## src/rtl/wb_mac_pkg.sv

```systemverilog
// Shared constants and helpers for the wb_mac_array Wishbone MAC accelerator.
package wb_mac_pkg;

    typedef enum logic {
        WB_IDLE,
        WB_ACK
    } wb_state_t;

    // Word offsets, i.e. wbs_adr_i[7:2]
    localparam logic [5:0] OFF_CTRL   = 6'h00;
    localparam logic [5:0] OFF_A      = 6'h01;
    localparam logic [5:0] OFF_B      = 6'h02;
    localparam logic [5:0] OFF_ACC_LO = 6'h03;
    localparam logic [5:0] OFF_ACC_HI = 6'h04;
    localparam logic [5:0] OFF_STATUS = 6'h05;
    localparam logic [5:0] OFF_THRESH = 6'h06;

    localparam int CTRL_CLR    = 0;
    localparam int CTRL_IRQ_EN = 1;
    localparam int ST_BUSY     = 0;
    localparam int ST_OVF      = 1;
    localparam int ST_IRQ      = 2;

    function automatic int sum_w(input int dw, input int lanes);
        return 2 * dw + $clog2(lanes);
    endfunction

    function automatic logic [31:0] byte_merge(input logic [31:0] old, input logic [31:0] dat,
                                               input logic [3:0] sel);
        logic [31:0] r;
        r = old;
        for (int unsigned i = 0; i < 4; i++) begin
            if (sel[i]) r[i*8 +: 8] = dat[i*8 +: 8];
        end
        return r;
    endfunction

endpackage

```

## src/rtl/mac_lane_tree.sv

```systemverilog
// Lane multipliers (S1) and registered adder tree (S2) with valid pass-through.
module mac_lane_tree
    import wb_mac_pkg::*;
#(
    parameter int DW    = 8,
    parameter int LANES = 4,
    parameter int SUM_W = 18
)(
    input  logic                    clk,
    input  logic                    rst,
    input  logic                    flush,
    input  logic                    in_valid,
    input  logic [LANES*DW-1:0]     a,
    input  logic [LANES*DW-1:0]     b,
    output logic                    s1_valid,
    output logic                    out_valid,
    output logic signed [SUM_W-1:0] sum
);

    logic signed [2*DW-1:0]  prod [LANES];
    logic signed [SUM_W-1:0] sum_c;

    always_ff @(posedge clk or posedge rst) begin
        if (rst) begin
            s1_valid <= 1'b0;
            for (int unsigned i = 0; i < LANES; i++) prod[i] <= '0;
        end else begin
            s1_valid <= in_valid && !flush;
            if (in_valid) begin
                for (int unsigned i = 0; i < LANES; i++) begin
                    prod[i] <= (2*DW)'($signed(a[i*DW +: DW])) * (2*DW)'($signed(b[i*DW +: DW]));
                end
            end
        end
    end

    always_comb begin
        sum_c = '0;
        for (int unsigned i = 0; i < LANES; i++) sum_c = sum_c + SUM_W'(prod[i]);
    end

    always_ff @(posedge clk or posedge rst) begin
        if (rst) begin
            out_valid <= 1'b0;
            sum       <= '0;
        end else begin
            out_valid <= s1_valid && !flush;
            if (s1_valid) sum <= sum_c;
        end
    end

endmodule

```

## src/rtl/wb_mac_array.sv

```systemverilog
// Wishbone-slave dot-product MAC: register file, accumulator, threshold IRQ.
// Build option MAC_SAT_EN: saturate the accumulator on overflow instead of wrapping.
module wb_mac_array
    import wb_mac_pkg::*;
#(
    parameter logic [31:0] BASE_ADDR = 32'h3000_0000,
    parameter int          DW        = 8,
    parameter int          LANES     = 4,
    parameter int          ACC_W     = 40
)(
    input  logic        wb_clk_i,
    input  logic        wb_rst_i,
    input  logic        wbs_stb_i,
    input  logic        wbs_cyc_i,
    input  logic        wbs_we_i,
    input  logic [3:0]  wbs_sel_i,
    input  logic [31:0] wbs_dat_i,
    input  logic [31:0] wbs_adr_i,
    output logic        wbs_ack_o,
    output logic [31:0] wbs_dat_o,
    output logic        irq,
    output logic        mac_busy_o
);

    localparam int SUM_W = sum_w(DW, LANES);
    localparam int ADD_W = ((ACC_W > SUM_W) ? ACC_W : SUM_W) + 1;

    if (LANES * DW != 32) begin : g_bad_width
        $error("wb_mac_array: LANES*DW must equal 32");
    end
    if (ACC_W < 17 || ACC_W > 64) begin : g_bad_acc
        $error("wb_mac_array: ACC_W must be within 17..64");
    end

    wb_state_t state;

    logic [31:0]             a_reg, b_reg, b_next, rd_mux;
    logic [15:0]             thresh, cnt, cnt_next;
    logic                    irq_en, ovf, irq_pend, irq_set;
    logic signed [ACC_W-1:0] acc, acc_wrap, acc_next;
    logic signed [63:0]      acc_ext;
    logic signed [ADD_W-1:0] add_full;
    logic                    add_ovf;
    logic                    s1_valid, s2_valid;
    logic signed [SUM_W-1:0] sum;
    logic [5:0]              off;
    logic                    in_win, start, wr, launch, clr, w1c;
    logic [1:0]              unused_adr;

    assign off        = wbs_adr_i[7:2];
    assign unused_adr = wbs_adr_i[1:0];
    assign in_win     = (wbs_adr_i[31:8] == BASE_ADDR[31:8]);
    assign start      = (state == WB_IDLE) && wbs_stb_i && wbs_cyc_i && in_win;
    assign wr         = start && wbs_we_i;
    assign b_next     = byte_merge(b_reg, wbs_dat_i, wbs_sel_i);
    assign launch     = wr && (off == OFF_B);
    assign clr        = wr && (off == OFF_CTRL) && wbs_sel_i[0] && wbs_dat_i[CTRL_CLR];
    assign w1c        = wr && (off == OFF_STATUS) && wbs_dat_i[ST_IRQ];

    // The launching op sees the B value being written this cycle
    mac_lane_tree #(.DW(DW), .LANES(LANES), .SUM_W(SUM_W)) u_tree (
        .clk       (wb_clk_i),
        .rst       (wb_rst_i),
        .flush     (clr),
        .in_valid  (launch),
        .a         (a_reg),
        .b         (b_next),
        .s1_valid  (s1_valid),
        .out_valid (s2_valid),
        .sum       (sum)
    );

    always_comb begin
        add_full = ADD_W'(acc) + ADD_W'(sum);
        acc_wrap = add_full[ACC_W-1:0];
        add_ovf  = (ADD_W'(acc_wrap) != add_full);
`ifdef MAC_SAT_EN
        if (add_ovf) acc_next = add_full[ADD_W-1] ? {1'b1, {(ACC_W-1){1'b0}}}
                                                  : {1'b0, {(ACC_W-1){1'b1}}};
        else         acc_next = acc_wrap;
`else
        acc_next = acc_wrap;
`endif
    end

    assign cnt_next = cnt + 16'd1;
    assign irq_set  = s2_valid && (cnt_next == thresh) && (thresh != '0);

    always_ff @(posedge wb_clk_i or posedge wb_rst_i) begin
        if (wb_rst_i) begin
            acc      <= '0;
            cnt      <= '0;
            ovf      <= 1'b0;
            irq_pend <= 1'b0;
        end else if (clr) begin
            acc      <= '0;
            cnt      <= '0;
            ovf      <= 1'b0;
            irq_pend <= 1'b0;
        end else begin
            if (s2_valid) begin
                acc <= acc_next;
                cnt <= cnt_next;
                if (add_ovf) ovf <= 1'b1;
            end
            if (irq_set)  irq_pend <= 1'b1;
            else if (w1c) irq_pend <= 1'b0;
        end
    end

    always_ff @(posedge wb_clk_i or posedge wb_rst_i) begin
        if (wb_rst_i) begin
            a_reg  <= '0;
            b_reg  <= '0;
            thresh <= '0;
            irq_en <= 1'b0;
        end else if (wr) begin
            case (off)
                OFF_CTRL:   if (wbs_sel_i[0]) irq_en <= wbs_dat_i[CTRL_IRQ_EN];
                OFF_A:      a_reg <= byte_merge(a_reg, wbs_dat_i, wbs_sel_i);
                OFF_B:      b_reg <= b_next;
                OFF_THRESH: begin
                    if (wbs_sel_i[0]) thresh[7:0]  <= wbs_dat_i[7:0];
                    if (wbs_sel_i[1]) thresh[15:8] <= wbs_dat_i[15:8];
                end
                default: ;
            endcase
        end
    end

    assign acc_ext = 64'(acc);

    always_comb begin
        rd_mux = '0;
        case (off)
            OFF_CTRL:   rd_mux[CTRL_IRQ_EN] = irq_en;
            OFF_A:      rd_mux = a_reg;
            OFF_B:      rd_mux = b_reg;
            OFF_ACC_LO: rd_mux = acc_ext[31:0];
            OFF_ACC_HI: rd_mux = acc_ext[63:32];
            OFF_STATUS: begin
                rd_mux[31:16]   = cnt;
                rd_mux[ST_IRQ]  = irq_pend;
                rd_mux[ST_OVF]  = ovf;
                rd_mux[ST_BUSY] = mac_busy_o;
            end
            OFF_THRESH: rd_mux[15:0] = thresh;
            default: ;
        endcase
    end

    always_ff @(posedge wb_clk_i or posedge wb_rst_i) begin
        if (wb_rst_i) begin
            state     <= WB_IDLE;
            wbs_ack_o <= 1'b0;
            wbs_dat_o <= '0;
        end else begin
            case (state)
                WB_IDLE: if (start) begin
                    state     <= WB_ACK;
                    wbs_ack_o <= 1'b1;
                    if (!wbs_we_i) wbs_dat_o <= rd_mux;
                end
                WB_ACK: begin
                    state     <= WB_IDLE;
                    wbs_ack_o <= 1'b0;
                end
                default: state <= WB_IDLE;
            endcase
        end
    end

    assign mac_busy_o = s1_valid | s2_valid;
    assign irq        = irq_pend & irq_en;

endmodule

```

## config.mk

```make
export PLATFORM = sky130hd
export DESIGN_NAME = wb_mac_array
export DESIGN_NICKNAME = d
export VERILOG_FILES = /design/src/rtl/wb_mac_pkg.sv /design/src/rtl/mac_lane_tree.sv /design/src/rtl/wb_mac_array.sv
export SDC_FILE = /design/constraint.sdc
export NUM_CORES = 2
export LEC_CHECK = 0
export CORE_MARGIN = 2
export CORE_UTILIZATION = 29
export CTS_CLUSTER_DIAMETER = 30
export DETAILED_ROUTE_END_ITERATION = 12
export GPL_ROUTABILITY_DRIVEN = 0
export SYNTH_ARGS = -nofsm -noshare
export SYNTH_HDL_FRONTEND = slang
export SYNTH_HIERARCHICAL = 1
export SYNTH_SLANG_ARGS = --single-unit
```

## constraint.sdc

```tcl
create_clock -name wb_clk_i -period 13 [get_ports wb_clk_i]
set_input_delay 1.3 -clock wb_clk_i [delete_from_list [all_inputs] [get_ports wb_clk_i]]
set_output_delay 1.3 -clock wb_clk_i [all_outputs]
set_load 0.05 [all_outputs]
```

# After elaboration in Yosys (flattened, before gate mapping)
# Cells that the tools add are included.
classes:
  add_sub_neg: 5
  mul: 4
  eq_ne: 10
  mux: 23
  bitwise: 4
  reduce_logical: 30
op_table:
  columns: ["operator", "n"]
  rows:
  - ["$mux 40", 2]
  - ["$pmux 16 s5", 1]
  - ["$pmux 13 s5", 1]
  - ["$mul 8x8->16", 4]
  - ["$add 40x18->41", 1]
  - ["$mux 16", 2]
  - ["$mux 8", 4]
  - ["$eq 24x22->1 const B", 1]
  - ["$reduce_and 3->1", 8]
  - ["$add 17x16->18", 1]
  - ["$add 18x16->18", 1]
  - ["$eq 6x3->1 const B", 3]
  - ["$add 16x16->17", 1]
  - ["$add 16x1->16 const B", 1]
  - ["$eq 16x16->1", 1]
  - ["$reduce_bool 16->1", 1]
  - ["$logic_and 1x1->1", 14]
  - ["$eq 6x2->1 const B", 2]
  - ["$pmux 1 s6", 2]
  - ["$mux 1", 8]
  - ["$pmux 1 s7", 1]
  - ["$eq 6x1->1 const B", 1]
  - ["$logic_not 6->1", 1]
  - ["$pmux 1 s2", 2]
  - ["other kinds (9)", 12]
totals:
  ff_bits: 257
  out_inout_bits: 35
  wordCells: 98

# Depth between registers and ports, before layout
depth:
  ltp_word: 10
  ltp_mapped: 20

# Cells and area by module
# The synthesis kept the hierarchy.
modules_own_cells:
  columns: ["module", "instances", "cells_each", "area_each_um2", "seq_area_each_um2"]
  rows:
  - ["mac_lane_tree", 1, 1493, 14600.3, 2102.0]
  - ["wb_mac_array", 1, 1076, 10840.4, 4329.2]

# Worst setup path before layout
# OpenSTA, ideal clock, no wires.
synth_path:
  path_type: "input-to-reg"
  from: "input wbs_sel_i[0]"
  to: "register u_tree/prod[63] (netlist bit)"
  setup_ns: 0.124
  arrival_time_ns: 6.121
  required_time_ns: 12.876
  slack_ns: 6.755
  stages: 18
  path_buffers: 2
  path_cell_list: "clkbuf_1 mux2_2 and2_1 fa_1 inv_1 fa_1 inv_1 fa_1 inv_1 fa_1 inv_1 ha_1 clkbuf_1 a21o_1 o31a_1 o21a_1 o2111a_1 a211o_1"
synth_between:
  elab_chain_cells: 2
synth_lines:
  columns: ["element", "line", "text"]
  rows:
  - ["start: declaration", "wb_mac_array.sv:16", "input logic [3:0] wbs_sel_i,"]
  - ["$mux 8", "wb_mac_pkg.sv:33", "if (sel[i]) r[i*8 +: 8] = dat[i*8 +: 8];"]
  - ["named net b_next[4]", "wb_mac_array.sv:37", "logic [31:0] a_reg, b_reg, b_next, rd_mux;"]
  - ["$mul 8x8->16", "mac_lane_tree.sv:31", "prod[i] <= (2*DW)'($signed(a[i*DW +: DW])) * (2*DW)'($signed(b[i*DW +: DW]));"]
  - ["end signal: indexed assignment", "mac_lane_tree.sv:31", null]
  - ["end: declaration", "mac_lane_tree.sv:20", "logic signed [2*DW-1:0] prod [LANES];"]
# The timed path passes the listed nets, and every way through them passes these cells.
# A chain may end at the register's enable or synchronous reset.

# Worst setup path in the final report
layout_path:
  from: "input wbs_sel_i[1]"
  to: "register u_tree/prod[47] (netlist bit)"
# The elaborated chain is that of the path after synthesis.

==> flow_metrics.tcl <==
set metrics [dict create \
    status "completed" \
    ys_top_cells_by_count "365 x inv_1, 257 x dfrtp_1, 254 x fa_1, 188 x and2_1, 176 x mux2_2" \
    routedLengthMet1_um 28400 \
    cts_max_level 3 \
    synth-edff-count 0 \
    p_int_uw 2100 \
    p_leak_uw 0.0146 \
    finalHoldViolations 0 \
    seq_area_frac_synth 0.253 \
    sw_frac_of_total 0.229 \
    largestRegisters "u_tree/prod x64, acc x40" \
    yosysMostFrequentCell "inv_1" \
    fin_nets 3192 \
    totalWireLength_um 66200 \
    core_region_area_um2 86900 \
    final_max_slew_viol_count 0 \
    synth_area_per_cell_um2 9.90 \
    rrSetupSlack_ns 7.71 \
    grt_max_degree 100 \
    drtPass1Iterations 6 \
    clkSlewWorstSetupHoldPaths_ns 0.04 \
    clockRootBuffer "clkbuf_16" \
    ys_ff_latch 257 \
    grt_overflow 0 \
    post-cts-setup-buffers 0 \
    largest_reg_flops 64 \
    drt_iter0_markers 975 \
    dp.cells 3774 \
    final.setup.tns_ns 0 \
    worstPathMaxFanout 10 \
    clk_latency_ns 0.60 \
    cts_made_buffers 70 \
    finalNonFillerCells 3901 \
    synthCells 2569 \
    rows 108 \
    maxCapViolations 0 \
    relSlewSlack 0.266 \
    drc 0 \
    first_global_vias 19800 \
    crit_path_end "u_tree/prod[47]" \
    tightest_slew_ns 1.10 \
    async_flop_share 1.00 \
    synth_top_family_by_area "adder cells" \
    r2r_end "u_tree/prod[47]" \
    port_buffers 105 \
    cp.arrival_ns 6.99 \
    syn_nets 3070 \
    startpoint "wbs_sel_i[1]" \
    ios 108 \
    synthAdderAreaFrac 0.285 \
    vias 18600 \
    cts_buffer_depth 3 \
    crit_required_ns 13.45 \
    synth_top_flop_cell "dfrtp_1" \
    dp_hpwl_um 51100 \
    reg2reg_from "b_reg[11]" \
    power.density_nw_per_um2 90.5 \
    ant_nets 0 \
    met2_length_um 33700 \
    ir_worst_vdd_uv 78.8 \
    p_seq_frac 0.294 \
    pwr-share-clk 0.655 \
    drt-vias-per-instance 4.78 \
    antenna_found_initial 1 \
    regMostFlops "u_tree/prod" \
    wl_per_cell_um 17.0 \
    cts_sinks 257 \
    synth_top_area_cell "dfrtp_1" \
    worstRegToRegCells 17 \
    cts_resized 0 \
    fin_crit_ns 6.54 \
    cts_tree "built" \
    endpoint_kind "flop" \
    dr_wl_met3_um 2380 \
    fin_skew_ns 0.0272 \
    ctsHoldBuffers 0 \
    synth_area_leaders "dfrtp_1 25%, fa_1 20%, ha_1 8.6%, mux2_2 7.8%, inv_1 5.4%" \
    fmax_mhz 153 \
    netSwitchingPower_uw 626 \
    grt_pass1_wl_um 108000 \
    yosys.area.top_type_share 0.253 \
    rsz0062_at_grt "false" \
    synth_xor_area_frac 0.0485 \
    chipWidth_um 300 \
    muxShareOfSynthArea 0.0950 \
    initial_utilization 0.293 \
    die-area_um2 90100 \
    drive_above_1_share 0.131 \
    path_class "input port to flop" \
    yosys.area_share.simple 0.138 \
    hold_class "flop to flop" \
    syn_area_um2 25400 \
    startpoint_type "input port" \
    synthDistinctLibCells 92 \
    p_comb_frac 0.050 \
    routed.top_layer "met5" \
    grt_usage 0.151 \
    final-setup-viol-count 0 \
    yosysWarnings 6 \
    area_growth_pct 18.6 \
    synth_compound_area_frac 0.112 \
    chipHeight_um 300 \
    post-route-period-util 0.503 \
]
==> layout make-up <==
type | count | area (µm²)
Antenna cell | 1 | 2.50
Clock buffer | 87 | 1920
Clock inverter | 39 | 549
Fill cell | 8829 | 56700
Inverter | 367 | 1390
Multi-Input combinational cell | 1876 | 17300
Sequential cell | 257 | 6430
Tap cell | 1155 | 1450
Timing Repair Buffer | 119 | 1150
==> placed cells by master (no fill, tap or decap), types with 9 or more instances in the layout <==
cell type / n
a22oi_1: 22
and2_1: 188
clkdlybuf4s50_1: 104
o211ai_1: 11
a21o_1: 44
o21ai_1: 11
a211oi_1: 15
o21a_1: 9
nand2_1: 164
a31oi_1: 12
o31ai_1: 12
inv_1: 362
nand3_1: 28
fa_1: 254
nor2_1: 100
or3_1: 9
buf_4: 14
and3_1: 18
clkbuf_8: 10
o22ai_1: 9
xor2_1: 47
nand4_1: 14
dfrtp_1: 256
a221oi_1: 12
nor3_1: 28
bufinv_16: 10
xnor2_1: 94
a22o_1: 17
clkbuf_16: 70
nor2b_1: 50
nand2b_1: 16
o21ai_0: 87
a21oi_1: 93
ha_1: 174
nor4_1: 14
mux2i_1: 42
mux2_2: 176
clkinv_2: 11
==> routing by layer <==
layer  track usage  vias up
met5             0        -
met4        0.0435        2
met3        0.0191       96
met2         0.270      322
met1         0.191     9354
li1              -     8860
==> cells by family (layout without fill, tap and decap cells) <==
kind of cell             count (synthesis)  after routing
multiplexers                           219            219
other                                    0              1
adder cells (fa/ha/maj)                428            428
buffers and inverters                  436            612
AND/OR/NAND/NOR                        667            667
AO/OA/AOI/OAI                          421            421
XOR/XNOR                               141            141
flip-flops                             257            257
==> how the worst min path moves through the flow <==
stage	slack, ns	endpoint	start	cells after the start
3_5_place_dp	0.47	wbs_dat_o[29]	wbs_dat_o[29]	2
4_1_cts	0.48	wbs_dat_o[8]	wbs_dat_o[8]	2
2_1_floorplan	0.46	u_tree/sum[11]	u_tree/sum[11]	2
3_3_place_gp	0.46	wbs_dat_o[25]	wbs_dat_o[25]	2
6_report	0.47	wbs_dat_o[8]	wbs_dat_o[8]	2
5_1_grt	0.50	wbs_dat_o[8]	wbs_dat_o[8]	2
==> power groups by stage <==
stage / logic [µW] / clock network (µW) / registers [µW]
after global placement: 140 / 0 / 815
after CTS: 141 / 1820 / 803
after detailed placement: 140 / 0 / 815
final: 138 / 1790 / 803
after global routing: 156 / 1860 / 802
after floorplan: 83.2 / 0 / 815
==> stage by stage <==
step	power (µW)	worst slack [ns]	utilization	instance area, µm²	hold WS (ns)
after global routing	2820	6.23	0.347	30200	0.503
after global placement	954	5.90	0.319	27700	0.464
after floorplan	898	6.76	-	25400	0.456
after detailed placement	954	5.92	0.319	27700	0.471
after CTS	2760	6.49	0.347	30200	0.480
final	2730	6.46	0.347	30200	0.471
==> critical path, cell delays in order <==
cell and delay [ns]:
clkdlybuf4s50_1 0.78, mux2_2 0.49, and2_1 0.23, fa_1 0.64
inv_1 0.16, fa_1 0.55, inv_1 0.06, fa_1 0.53
inv_1 0.06, fa_1 0.52, inv_1 0.04, ha_1 0.36
o211ai_1 0.11, a211oi_1 0.07, a221oi_1 0.48, a21oi_1 0.15
xnor2_1 0.17, mux2_2 0.27
Power figures use the tool's default switching activity.
